==> config.mk <==
export PLATFORM = sky130hd
export DESIGN_NAME = out_ctl
export DESIGN_NICKNAME = d
export VERILOG_FILES = /design/src/rtl/out_pkg.sv /design/src/rtl/out_ctl_sat_round.sv /design/src/rtl/out_ctl.sv
export SDC_FILE = /design/constraint.sdc
export NUM_CORES = 1
export LEC_CHECK = 0
export BUFFER_PORTS_ARGS = -buffer_cell sky130_fd_sc_hd__buf_2
export CORE_UTILIZATION = 50
export DETAILED_ROUTE_END_ITERATION = 10
export PLACE_DENSITY = 0.77
export SLEW_MARGIN = 25
export SYNTH_ARGS = -nofsm -noshare
export SYNTH_HDL_FRONTEND = slang
export SYNTH_SLANG_ARGS = --single-unit
==> constraint.sdc <==
create_clock -name clk -period 8.2 [get_ports clk]
set_input_delay 0.41 -clock clk [delete_from_list [all_inputs] [get_ports clk]]
set_output_delay 0.41 -clock clk [all_outputs]
set_load 0.05 [all_outputs]
==> src/rtl/out_pkg.sv <==
// out_pkg: shared types and default parameters for the output-stage controller.
//   out_state_t : controller state (IDLE = buffer empty, SEND = streaming lanes)
//   DEF_*       : default geometry and rounding shift used by out_ctl and its bench
package out_pkg;

  typedef enum logic {
    IDLE = 1'b0,
    SEND = 1'b1
  } out_state_t;

  localparam int DEF_LANES = 16;
  localparam int DEF_AW    = 32;
  localparam int DEF_DW    = 16;
  localparam int DEF_SHIFT = 8;

endpackage

==> src/rtl/out_ctl_sat_round.sv <==
// sat_round: combinational single-lane converter.
// Adds half an LSB of the shifted result (round-half-up), arithmetic-shifts right
// by SHIFT and clips to the signed DW range. The add is done at AW+1 bits so the
// largest positive accumulator cannot wrap negative before the clip.
// Ports:
//   a : signed accumulator lane, AW bits
//   y : rounded, saturated output word, DW bits
module sat_round #(
  parameter int AW    = 32,
  parameter int DW    = 16,
  parameter int SHIFT = 8
) (
  input  logic [AW-1:0] a,
  output logic [DW-1:0] y
);

  localparam int RSH = (SHIFT > 0) ? SHIFT - 1 : 0;
  localparam logic [AW:0] RND = (SHIFT > 0) ? ((AW+1)'(1) << RSH) : '0;
  // Clip bounds expressed at AW+1 bits: 2^(DW-1)-1 and -2^(DW-1).
  localparam logic signed [AW:0] MAXV = {{(AW-DW+2){1'b0}}, {(DW-1){1'b1}}};
  localparam logic signed [AW:0] MINV = {{(AW-DW+2){1'b1}}, {(DW-1){1'b0}}};

  logic signed [AW:0] t;
  logic signed [AW:0] sh;

  always_comb begin
    t  = $signed({a[AW-1], a}) + $signed(RND);
    sh = t >>> SHIFT;
    if (sh > MAXV) begin
      y = MAXV[DW-1:0];
    end else if (sh < MINV) begin
      y = MINV[DW-1:0];
    end else begin
      y = sh[DW-1:0];
    end
  end

endmodule

==> src/rtl/out_ctl.sv <==
// out_ctl: output-stage controller behind the GEMM execution controller.
// On k_fin it converts every accumulator lane (round + saturate) into a
// LANES x DW buffer and streams the lanes out, one per beat.
// Ports:
//   clk, rst   : clock, asynchronous active-high reset
//   s_init     : slice start, clears ovf (a simultaneous drop still sets it)
//   k_fin, acc : kernel finish pulse and the accumulator vector valid with it
//   out_busy   : buffer occupied (stall the next kernel)
//   outrf      : one-cycle pulse after the last beat drains the buffer
//   ovf        : sticky, a k_fin arrived while the buffer could not take it
//   m_valid/m_ready/m_data/m_idx/m_last : output stream
//   dbg_state  : current controller state
//
// Stream handshake: a beat transfers on a rising edge where m_valid and m_ready
// are both 1. Once m_valid is raised it stays high and m_data/m_idx/m_last stay
// unchanged until that transfer. m_ready while m_valid is low is ignored, and
// m_valid never depends on m_ready.
module out_ctl
  import out_pkg::*;
#(
  parameter int LANES = DEF_LANES,
  parameter int AW    = DEF_AW,
  parameter int DW    = DEF_DW,
  parameter int SHIFT = DEF_SHIFT
) (
  input  logic                     clk,
  input  logic                     rst,
  input  logic                     s_init,
  input  logic                     k_fin,
  input  logic [LANES*AW-1:0]      acc,
  output logic                     out_busy,
  output logic                     outrf,
  output logic                     ovf,
  output logic                     m_valid,
  input  logic                     m_ready,
  output logic [DW-1:0]            m_data,
  output logic [$clog2(LANES)-1:0] m_idx,
  output logic                     m_last,
  output out_state_t               dbg_state
);

  localparam int IW = $clog2(LANES);
  localparam logic [IW-1:0] LAST = IW'(LANES - 1);

  out_state_t    state;
  logic [IW-1:0] idx;
  logic [DW-1:0] buf_q [LANES];
  logic [DW-1:0] conv  [LANES];

  logic at_last;
  logic hs;
  logic last_hs;
  logic capture;
  logic drop;

  for (genvar g = 0; g < LANES; g++) begin : g_lane
    sat_round #(
      .AW    (AW),
      .DW    (DW),
      .SHIFT (SHIFT)
    ) u_sat_round (
      .a (acc[g*AW +: AW]),
      .y (conv[g])
    );
  end

  assign at_last = (idx == LAST);
  assign hs      = (state == SEND) && m_ready;
  assign last_hs = hs && at_last;
  // The buffer can take a new vector when empty, or in the very cycle its
  // last beat leaves; anything else would overwrite lanes still in flight.
  assign capture = k_fin && ((state == IDLE) || last_hs);
  assign drop    = k_fin && (state == SEND) && !last_hs;

  always_ff @(posedge clk or posedge rst) begin
    if (rst) begin
      state <= IDLE;
      idx   <= '0;
      outrf <= 1'b0;
      ovf   <= 1'b0;
      for (int i = 0; i < LANES; i++) begin
        buf_q[i] <= '0;
      end
    end else begin
      outrf <= 1'b0;

      if (drop) begin
        ovf <= 1'b1;
      end else if (s_init) begin
        ovf <= 1'b0;
      end

      if (capture) begin
        for (int i = 0; i < LANES; i++) begin
          buf_q[i] <= conv[i];
        end
      end

      case (state)
        IDLE: begin
          if (k_fin) begin
            state <= SEND;
            idx   <= '0;
          end
        end
        SEND: begin
          if (hs) begin
            if (!at_last) begin
              idx <= idx + 1'b1;
            end else if (k_fin) begin
              idx <= '0;
            end else begin
              state <= IDLE;
              idx   <= '0;
              outrf <= 1'b1;
            end
          end
        end
        default: begin
          state <= IDLE;
          idx   <= '0;
        end
      endcase
    end
  end

  assign m_valid   = (state == SEND);
  assign out_busy  = (state == SEND);
  assign m_idx     = idx;
  assign m_last    = (state == SEND) && at_last;
  assign m_data    = buf_q[idx];
  assign dbg_state = state;

endmodule
==> out/qor.txt <==
Status - complete, no violations
I/O pin count - 543
Setup TNS - 0 ns
Core Box Area - 0.04317 sq mm
Die X-Extent - 211.5 microns
Worst vdd ir - 0.1896 mV
# DRC - 0
CTS root buffer - clkbuf_16
Worst Path Arrival - 5.32 ns
H-tree depth - 1
Post-Syn Area - 0.02194 sq mm
Drt total wl - 73950 microns
Fin nets - 3525
Yosys reg bits - 263
# clock sinks - 263
Drt initial violations - 1954
Share of layout cells above drive strength 1 - 0.2096
Congestion Overflow GR - 0
Async S/R FF share, synth - 1.000
Post-synth EDFFs - 0
Post-cts resize count - 0
Overall Power - 6.380 mW
Setup repair bufs after CTS - 0
Final HPWL DP - 57950 microns
Drt wl/cell - 20.57 microns
Die Ht - 211.5 microns
Top routing layer in use - met5
Vias in the first global route - 21.55k
Syn nets - 3193
Area Growth Syn to Fin - 15.48%
Count leader, synth - nand2_1
Ys Warns - 0
Tcrit/Tclk final - 0.6026
Buffers on Ports - 430
Cts bufs inserted - 28
Synth top cells by count - nand2_1, dfrtp_1, nor2_1
Hold buffers post-CTS - 0
Routed vias/inst - 6.305
Most used DFF post-synth - dfrtp_1
Routed wl met2 - 36680 microns
Critical path class - reg2reg
Tightest Pin Transition - 1.146 ns
Die area - 0.04471 sq mm
Mean Syn Cell Area - 8.250 sq um
Slew Limit Fails - 0
Max Clock Freq - 0.2024 GHz
First-pass GRT wire length - 114200 microns
Final Wtd Congestion - 0.9763
Synth top area cells - dfrtp_1, nand2_1, xnor2_1, xor2_1, nor2_1
DRT met1 WL - 29230 microns
Critical Path Source Type - flop
Seq/Total Area, Yosys - 0.3000
Clk Latency, worst-skew pair - 0.54 ns
Tmin final - 4.941 ns
Slew headroom - 0.2361
Met3 routed WL - 5590 microns
Clock Skews - 0.01013 ns
CTS max path bufs - 3
Syn Inst Count - 2659
Pwr per Cell Area - 251.9 mW/mm^2
Hold Vio Cnt, Final - 0
Lkg Pwr - 10.17 nW
Initial antenna violation count - 4
Floorplan row count - 76
Initial DRT Pass Iterations - 6
Ant diodes - 0
Crit. End Element - flop
Synth area leader - dfrtp_1
Initial Util - 0.5081
Largest net degree at the start of global routing - 190
Final Setup Violations - 0
Critical path required time - 8.58 ns
Remaining antenna violation count after routing - 0
Worst setup path start - m_idx[1]$_DFFE_PP0P_
Worst-path maximum fanout - 113
Min-Delay Path Class - in2async
Post-synth top area share - 0.3000
Vias - 22.67k
CTS tree - done
Clk slew on worst S/H paths - 0.06 ns
Max-capacitance violation count - 0
Worst r2r src - m_idx[1]$_DFFE_PP0P_
Synth cell types - 93
Global-route usage over all layers - 0.3206
RSZ-0062 raised after global routing - false
==> worst paths after layout <==
check	end	slack, ns	cells after the start
worst min register to register	buf_q[127]$_DFFE_PP0P_	0.48	2
worst max register to register	buf_q[128]$_DFFE_PP0P_	3.26	8
worst max-delay path	buf_q[128]$_DFFE_PP0P_	3.26	8
worst min-delay path	buf_q[157]$_DFFE_PP0P_	0.04	2
max in group asynchronous	buf_q[92]$_DFFE_PP0P_	6.78	3
min in group clk	ovf$_DFFE_PP0P_	0.09	2
==> worst max-delay path, cell delays in order (launching register included) <==
cell      delay, ns
dfrtp_2        1.02
ha_1           0.36
nand3_1        0.12
o21ai_0        0.81
and2_4         0.83
buf_12         0.45
o211ai_1       0.25
o31ai_4        0.62
a21oi_1        0.16
==> flip-flops by register name, summed over array words and instances (netlist names) <==
signal,count
buf_q,256
m_idx,4
dbg_state,1
outrf,1
ovf,1
==> cells by family (layout without fill, tap and decap cells) <==
group / count (synthesis) / after routing / share of synthesized area
mux: 122 / 122 / 0.07535
compound gates: 627 / 627 / 0.1995
xor+xnor: 253 / 253 / 0.1010
buf+inv: 174 / 526 / 0.03331
fa+ha+maj: 17 / 17 / 0.009696
simple gates: 1203 / 1203 / 0.2811
flops: 263 / 263 / 0.3000
==> layout make-up <==
| type | instances | area (sq um) |
|---|---|---|
| Clock buffer | 39 | 813.3 |
| Tap cell | 585 | 732.0 |
| Multi-Input combinational cell | 2222 | 14690 |
| Fill cell | 3931 | 17840 |
| Sequential cell | 263 | 6588 |
| Clock inverter | 11 | 82.58 |
| Inverter | 31 | 123.9 |
| Timing Repair Buffer | 445 | 2306 |
==> layer usage <==
| layer | up-vias | GRT usage |
|---|---|---|
| met5 | - | 0 |
| met1 | 10960 | 0.3986 |
| met4 | 8 | 0.1014 |
| met3 | 145 | 0.06334 |
| li1 | 10620 | - |
| met2 | 947 | 0.5571 |
==> through the flow <==
step,hold slack (ns),setup WS [ns],cells,utilization,instance area (sq um)
after floorplan,0.4413,0.5498,2659,-,21940
after global placement,0.4596,3.522,3544,0.5641,24350
after detailed placement,0.4641,3.440,3545,0.5648,24380
after CTS,0.07892,3.404,3595,0.5856,25280
after global routing,0.08879,3.001,3596,0.5868,25330
final,0.03828,3.259,3596,0.5868,25330
==> placed cells by master (no fill, tap or decap), types with 10 or more instances in the layout <==
master / synthesis / routed
buf_2: 22 / 430
nand2_1: 327 / 326
dfrtp_1: 263 / 260
nor2_1: 256 / 256
nand3_1: 166 / 166
o21ai_0: 138 / 138
xnor2_1: 132 / 132
xor2_1: 121 / 121
a21oi_1: 115 / 113
nand4_1: 91 / 91
and3_1: 68 / 68
o211ai_1: 68 / 68
mux2i_1: 68 / 68
nor3_1: 61 / 60
and4_1: 42 / 42
a31oi_1: 38 / 34
mux4_2: 32 / 32
inv_1: 31 / 30
clkbuf_16: 0 / 29
o22ai_1: 26 / 26
nand2b_1: 25 / 25
nor4_1: 24 / 24
and2_1: 24 / 23
or3_1: 21 / 21
a311oi_1: 21 / 21
mux2_2: 21 / 21
o311ai_0: 21 / 21
o22a_1: 20 / 20
a22oi_1: 19 / 19
a221oi_1: 18 / 18
nor3b_1: 17 / 17
or2_2: 17 / 17
ha_1: 17 / 17
a211oi_1: 16 / 16
nor2b_1: 15 / 14
a21o_1: 12 / 12
buf_4: 5 / 11
o32ai_2: 10 / 10
==> where the power goes <==
group / total, mW / internal [mW] / leakage, nW / switching, mW
Sequential: 2.39 / 1.90 / 3.05 / 0.498
Clock: 1.25 / 0.719 / 0.449 / 0.526
Combinational: 2.74 / 1.05 / 6.67 / 1.69
(Power assumes the default switching activity.)
